**config.mk**
```make
export PLATFORM = sky130hd
export DESIGN_NAME = dec_scan_n_flat
export DESIGN_NICKNAME = d
export VERILOG_FILES = /design/src/rtl/dec_scan_n_pkg.sv /design/src/rtl/dec_scan_n_if.sv /design/src/rtl/dec_scan_n_onehot.sv /design/src/rtl/dec_scan_n.sv /design/src/flat_wrapper.sv
export SDC_FILE = /design/constraint.sdc
export NUM_CORES = 1
export LEC_CHECK = 0
export CAP_MARGIN = 10
export CORE_MARGIN = 5
export CORE_UTILIZATION = 56
export DETAILED_ROUTE_END_ITERATION = 16
export GPL_TIMING_DRIVEN = 1
export PLACE_DENSITY = 0.85
export SYNTH_ARGS = -nofsm -noshare
export SYNTH_HDL_FRONTEND = slang
export SYNTH_SLANG_ARGS = --single-unit
```
**constraint.sdc**
```tcl
create_clock -name Clock -period 4.6 [get_ports Clock]
set_input_delay 1.15 -clock Clock [delete_from_list [all_inputs] [get_ports Clock]]
set_output_delay 1.15 -clock Clock [all_outputs]
set_load 0.03 [all_outputs]
```
**src/rtl/dec_scan_n_pkg.sv**
```systemverilog
// Shared mode and sequencer-state encodings for the scanning one-hot decoder.
package dec_pkg;

  typedef enum logic [1:0] {
    MODE_DIRECT = 2'b00,
    MODE_SCAN   = 2'b01,
    MODE_SWEEP  = 2'b10,
    MODE_HOLD   = 2'b11
  } mode_e;

  typedef enum logic {
    IDLE  = 1'b0,
    SWEEP = 1'b1
  } state_e;

endpackage

```
**src/rtl/dec_scan_n_if.sv**
```systemverilog
// Control and output bundle of dec_scan_n; the slave side is the decoder.
interface dec_scan_n_if #(
  parameter int unsigned SEL_W = 4
);
  localparam int unsigned N = 1 << SEL_W;

  logic             En;
  logic [1:0]       Mode;
  logic [SEL_W-1:0] W;
  logic             Start;
  logic [0:N-1]     Y;
  logic [SEL_W-1:0] Idx;
  logic             Busy;
  logic             Done;

  modport master (output En, Mode, W, Start, input Y, Idx, Busy, Done);
  modport slave  (input En, Mode, W, Start, output Y, Idx, Busy, Done);
endinterface

```
**src/rtl/dec_scan_n_onehot.sv**
```systemverilog
// Combinational SEL_W-to-2^SEL_W one-hot decoder with enable; y[0] is index 0.
module dec_onehot #(
  parameter int unsigned SEL_W = 4
) (
  input  logic                   en,
  input  logic [SEL_W-1:0]       sel,
  output logic [0:(1<<SEL_W)-1]  y
);

  always_comb begin
    y = '0;
    if (en) y[sel] = 1'b1;
  end

endmodule

```
**src/rtl/dec_scan_n.sv**
```systemverilog
// Registered one-hot decoder with direct, continuous-scan, single-sweep and hold modes.
module dec_scan_n
  import dec_pkg::*;
#(
  parameter int unsigned SEL_W = 4,
  parameter int unsigned DWELL = 4,
  parameter int unsigned LAST  = (1 << SEL_W) - 1
) (
  input logic         Clock,
  input logic         Resetn,
  dec_scan_n_if.slave bus
);

  localparam int unsigned N     = 1 << SEL_W;
  localparam int unsigned CNT_W = $clog2(DWELL + 1);
  localparam logic [SEL_W-1:0] LAST_IDX = SEL_W'(LAST);
  localparam logic [CNT_W-1:0] CNT_END  = CNT_W'(DWELL - 1);

  logic [0:N-1]     y_q, y_d, dec_y;
  logic [SEL_W-1:0] idx_q, idx_d, adv_idx;
  logic [CNT_W-1:0] cnt_q, cnt_d, adv_cnt;
  logic             busy_q, busy_d, done_q, done_d;
  logic             dec_en, hold_y, dwell_end, mode_entry;
  state_e           state_q, state_d;
  mode_e            mode_q, mode_in;

  assign mode_in    = mode_e'(bus.Mode);
  assign mode_entry = (mode_in != mode_q);
  assign dwell_end  = (cnt_q == CNT_END);
  assign adv_cnt    = dwell_end ? '0 : cnt_q + CNT_W'(1);
  assign adv_idx    = !dwell_end ? idx_q :
                      (idx_q == LAST_IDX) ? '0 : idx_q + SEL_W'(1);

  always_comb begin
    idx_d   = idx_q;
    cnt_d   = cnt_q;
    busy_d  = busy_q;
    done_d  = 1'b0;
    state_d = state_q;
    dec_en  = 1'b0;
    hold_y  = 1'b0;
    case (mode_in)
      MODE_DIRECT: begin
        idx_d   = bus.W;
        cnt_d   = '0;
        busy_d  = 1'b0;
        state_d = IDLE;
        dec_en  = bus.En;
      end
      MODE_SCAN: begin
        busy_d  = 1'b0;
        state_d = IDLE;
        dec_en  = bus.En;
        if (mode_entry) begin
          idx_d = '0;
          cnt_d = '0;
        end else if (bus.En) begin
          idx_d = adv_idx;
          cnt_d = adv_cnt;
        end
      end
      MODE_SWEEP: begin
        // Entering the mode always lands in IDLE, so a same-cycle Start is dropped.
        if (mode_entry) begin
          idx_d   = '0;
          cnt_d   = '0;
          busy_d  = 1'b0;
          state_d = IDLE;
        end else if (state_q == IDLE) begin
          if (bus.Start && bus.En) begin
            idx_d   = '0;
            cnt_d   = '0;
            busy_d  = 1'b1;
            state_d = SWEEP;
            dec_en  = 1'b1;
          end
        end else if (bus.En) begin
          if (dwell_end && idx_q == LAST_IDX) begin
            cnt_d   = '0;
            busy_d  = 1'b0;
            done_d  = 1'b1;
            state_d = IDLE;
          end else begin
            idx_d  = adv_idx;
            cnt_d  = adv_cnt;
            dec_en = 1'b1;
          end
        end
      end
      MODE_HOLD: hold_y = 1'b1;
      default: hold_y = 1'b1;
    endcase
  end

  dec_onehot #(.SEL_W(SEL_W)) u_dec (
    .en  (dec_en),
    .sel (idx_d),
    .y   (dec_y)
  );

  assign y_d = hold_y ? y_q : dec_y;

  always_ff @(posedge Clock or negedge Resetn) begin
    if (!Resetn) begin
      y_q     <= '0;
      idx_q   <= '0;
      cnt_q   <= '0;
      busy_q  <= 1'b0;
      done_q  <= 1'b0;
      state_q <= IDLE;
      mode_q  <= MODE_DIRECT;
    end else begin
      y_q     <= y_d;
      idx_q   <= idx_d;
      cnt_q   <= cnt_d;
      busy_q  <= busy_d;
      done_q  <= done_d;
      state_q <= state_d;
      mode_q  <= mode_in;
    end
  end

  assign bus.Y    = y_q;
  assign bus.Idx  = idx_q;
  assign bus.Busy = busy_q;
  assign bus.Done = done_q;

endmodule

```
**src/flat_wrapper.sv**
```systemverilog
// flat-port wrapper written by rule: the top's interface ports become plain ports
module dec_scan_n_flat import dec_pkg::*;
#(
  parameter int unsigned SEL_W = 4,
  parameter int unsigned DWELL = 4,
  parameter int unsigned LAST  = (1 << SEL_W) - 1
)
  (Clock, Resetn, bus_En, bus_Mode, bus_W, bus_Start, bus_Y, bus_Idx, bus_Busy, bus_Done);
  dec_scan_n_if #(.SEL_W(SEL_W)) bus_i ();
  input logic Clock;
  input logic Resetn;
  input wire logic [$bits(bus_i.En)-1:0] bus_En;
  input wire logic [$bits(bus_i.Mode)-1:0] bus_Mode;
  input wire logic [$bits(bus_i.W)-1:0] bus_W;
  input wire logic [$bits(bus_i.Start)-1:0] bus_Start;
  output wire logic [$bits(bus_i.Y)-1:0] bus_Y;
  output wire logic [$bits(bus_i.Idx)-1:0] bus_Idx;
  output wire logic [$bits(bus_i.Busy)-1:0] bus_Busy;
  output wire logic [$bits(bus_i.Done)-1:0] bus_Done;
  assign bus_i.En = bus_En;
  assign bus_i.Mode = bus_Mode;
  assign bus_i.W = bus_W;
  assign bus_i.Start = bus_Start;
  assign bus_Y = bus_i.Y;
  assign bus_Idx = bus_i.Idx;
  assign bus_Busy = bus_i.Busy;
  assign bus_Done = bus_i.Done;
  dec_scan_n #(.SEL_W(SEL_W), .DWELL(DWELL), .LAST(LAST)) u_core (.Clock(Clock), .Resetn(Resetn), .bus(bus_i));
endmodule
```
==> results.ini <==
[outcome]
status = complete, no violations

[floorplanning]
die_x_um = 65.3
core-area_um2 = 3000
die_y_um = 65.3
dieArea_um2 = 4260
io_pins = 32
start_util = 0.570
rows = 20

[detailed_routing]
avgRoutedWirePerCell_um = 19.0
drtAntennaViolNets = 0
routed_wl_um = 4100
drt_iter0_drc = 106
vias_per_cell = 6.67
drc = 0
num_vias = 1440
first_pass_iters = 4

[grt]
grt_pass1_vias = 1477
grt_pass1_wl_um = 6990
grt_use_total = 0.209
grt_overflow = 0
grt_max_degree = 29
antenna_found_initial = 0

[placed_design]
place_ws_ps = 842
routabilityCongestion = 0.916
place_area_um2 = 1990
dp_hpwl_um = 3050
dp.cells = 213
port_buffers = 31

[synthesis]
netlist.area_leader.share = 0.409
yosysWarnings = 0
syn_area_um2 = 1710
synth_cell_types = 48
synth_edf_count = 0
synth_cells = 159
syn_nets = 176
yosys-top-cells-count = dfrtp_1 (28), a32o_1 (17), o21ai_0 (11), nand2_1 (9)
synth_area_leader_cell = dfrtp_1
async_flop_share = 1.00
yosysMostFrequentCell = dfrtp_1
synth_seq_cells = 28
synth_flop_cell = dfrtp_1
netlist_top_cells_area = dfrtp_1 (41%), a32o_1 (9.9%), ha_1 (5.1%), o21ai_0 (3.2%), o221ai_4 (3.1%)
syn_area_per_cell_um2 = 10.8
yosysSeqAreaShare = 0.409

[min_path]
hold_path.class = reg -> reg

[setup_path]
cp_cell_sequence = clkdlybuf4s50_1 -> inv_1 -> ha_1 -> a21oi_1 -> o2bb2ai_1 -> a21oi_1 -> o221ai_4 -> and2_1 -> a32o_1
cp-start-kind = input port
crit_fanout = 10
arrival_ps = 3660
crit_top_cell = a21oi_1
cp.required_ps = 4820
cp-end-kind = register
crit_type = in -> reg
worst_path_max_delay_cell = clkdlybuf4s50_1
slowest_delay_ps = 610

[cts]
ctsRootBufferMaster = clkbuf_4
cts_tree = yes
cts.sinks = 28
cts_resized = 0
clkLatencyLatePin_ps = 320
clockBufferDepth = 2
post_cts_buffers = 0
h-tree-depth = 1
holdBufCountCts = 0
numCtsBuffers = 3
clkTransAtPathRegs_ps = 140

[layout]
diodes = 0
area_growth_pct = 17.3
final_cells = 216
nets = 202
post-route-util = 0.669
finalInstanceArea_um2 = 2010
drive_gt1_frac = 0.120

[run]
maxCapViolations = 0

[sta]
skew_ps = 1.50
setup_ws_ps = 1160
finalHoldViolations = 0
finalCriticalPeriod_ps = 3440
tightest_slew_ps = 575
finalSetupViolations = 0
final.setup.tns_ps = 0
finalCritPeriodShare = 0.748
drv_slew = 0
slew_headroom = 0.616
hold_ws_ps = 504
max_freq_mhz = 290
rsz0062_at_grt = no

[power]
cellPowerDensity_nw_per_um2 = 233
cellLeakagePower_nw = 0.853
vdd_drop_max_mv = 0.167
finalPower_uw = 468

## cells in the final DEF, fill, tap and decap left out, types with 3 or more instances in the layout
master            n
clkdlybuf4s50_1  31
dfrtp_1          28
a32o_1           17
o21ai_0          11
nand2_1           9
a21oi_1           7
nor2_1            7
ha_1              7
inv_1             6
and2_1            3
nand4_1           3
a31oi_1           3
o21a_1            3
nand3_1           3
clkbuf_4          3
## power breakdown
part / internal [mW] / switching [mW]
Clock: 0.0307 / 0.0676
Sequential: 0.253 / 0.00918
Combinational: 0.0416 / 0.0660
Total: 0.325 / 0.143
## path summary, 6_finish.rpt
check | startpoint | to | slack (ps) | cells after the start
hold / removal | u_core.bus.Y[8] | u_core.bus.Y[8] | 500 | 1
min in group asynchronous | Resetn | u_core.mode_q[1] | 1180 | 2
setup / recovery | bus_Mode[0] | u_core.bus.Y[6] | 1160 | 9
max in group asynchronous | Resetn | u_core.bus.Idx[3] | 3150 | 2
setup reg to reg | u_core.cnt_q[0] | u_core.bus.Y[11] | 2090 | 8
hold reg to reg | u_core.bus.Y[8] | u_core.bus.Y[8] | 500 | 1
## worst max-delay path, delay by kind of cell
family / cells / cell delay [ps]
compound gates: 5 / 1210
buf+inv: 2 / 720
fa+ha+maj: 1 / 330
simple gates: 1 / 250
## sequential cells by signal, indices dropped and copies added (netlist names)
name,cells
u_core.bus.Done,1
u_core.bus.Y,16
u_core.bus.Idx,4
u_core.state_q,1
u_core.mode_q,2
u_core.bus.Busy,1
u_core.cnt_q,3
## metal layers
metal  vias up  share of wire  GRT usage
met5         -              0          0
met4         0          0.028     0.0933
met3        12          0.062     0.0496
met2        64           0.51      0.354
met1       713           0.40      0.252
li1        651              -          -
## logic make-up after synthesis
group / synth area share
AOI/OAI and AO/OA: 0.264
xor gates and xnor gates: 0.0190
adders and majority gates: 0.0512
buffers and inverters: 0.0665
DFF: 0.409
muxes: 0.0270
and+or+nand+nor: 0.163
## area by class of cell
type / instances / area [um^2]
Tap cell: 33 / 41.3
Inverter: 7 / 28.8
Sequential cell: 28 / 701
Multi-Input combinational cell: 113 / 897
Timing Repair Buffer: 32 / 318
Fill cell: 233 / 995
Clock buffer: 3 / 22.5
No activity file was read; power rests on OpenSTA's default activity.
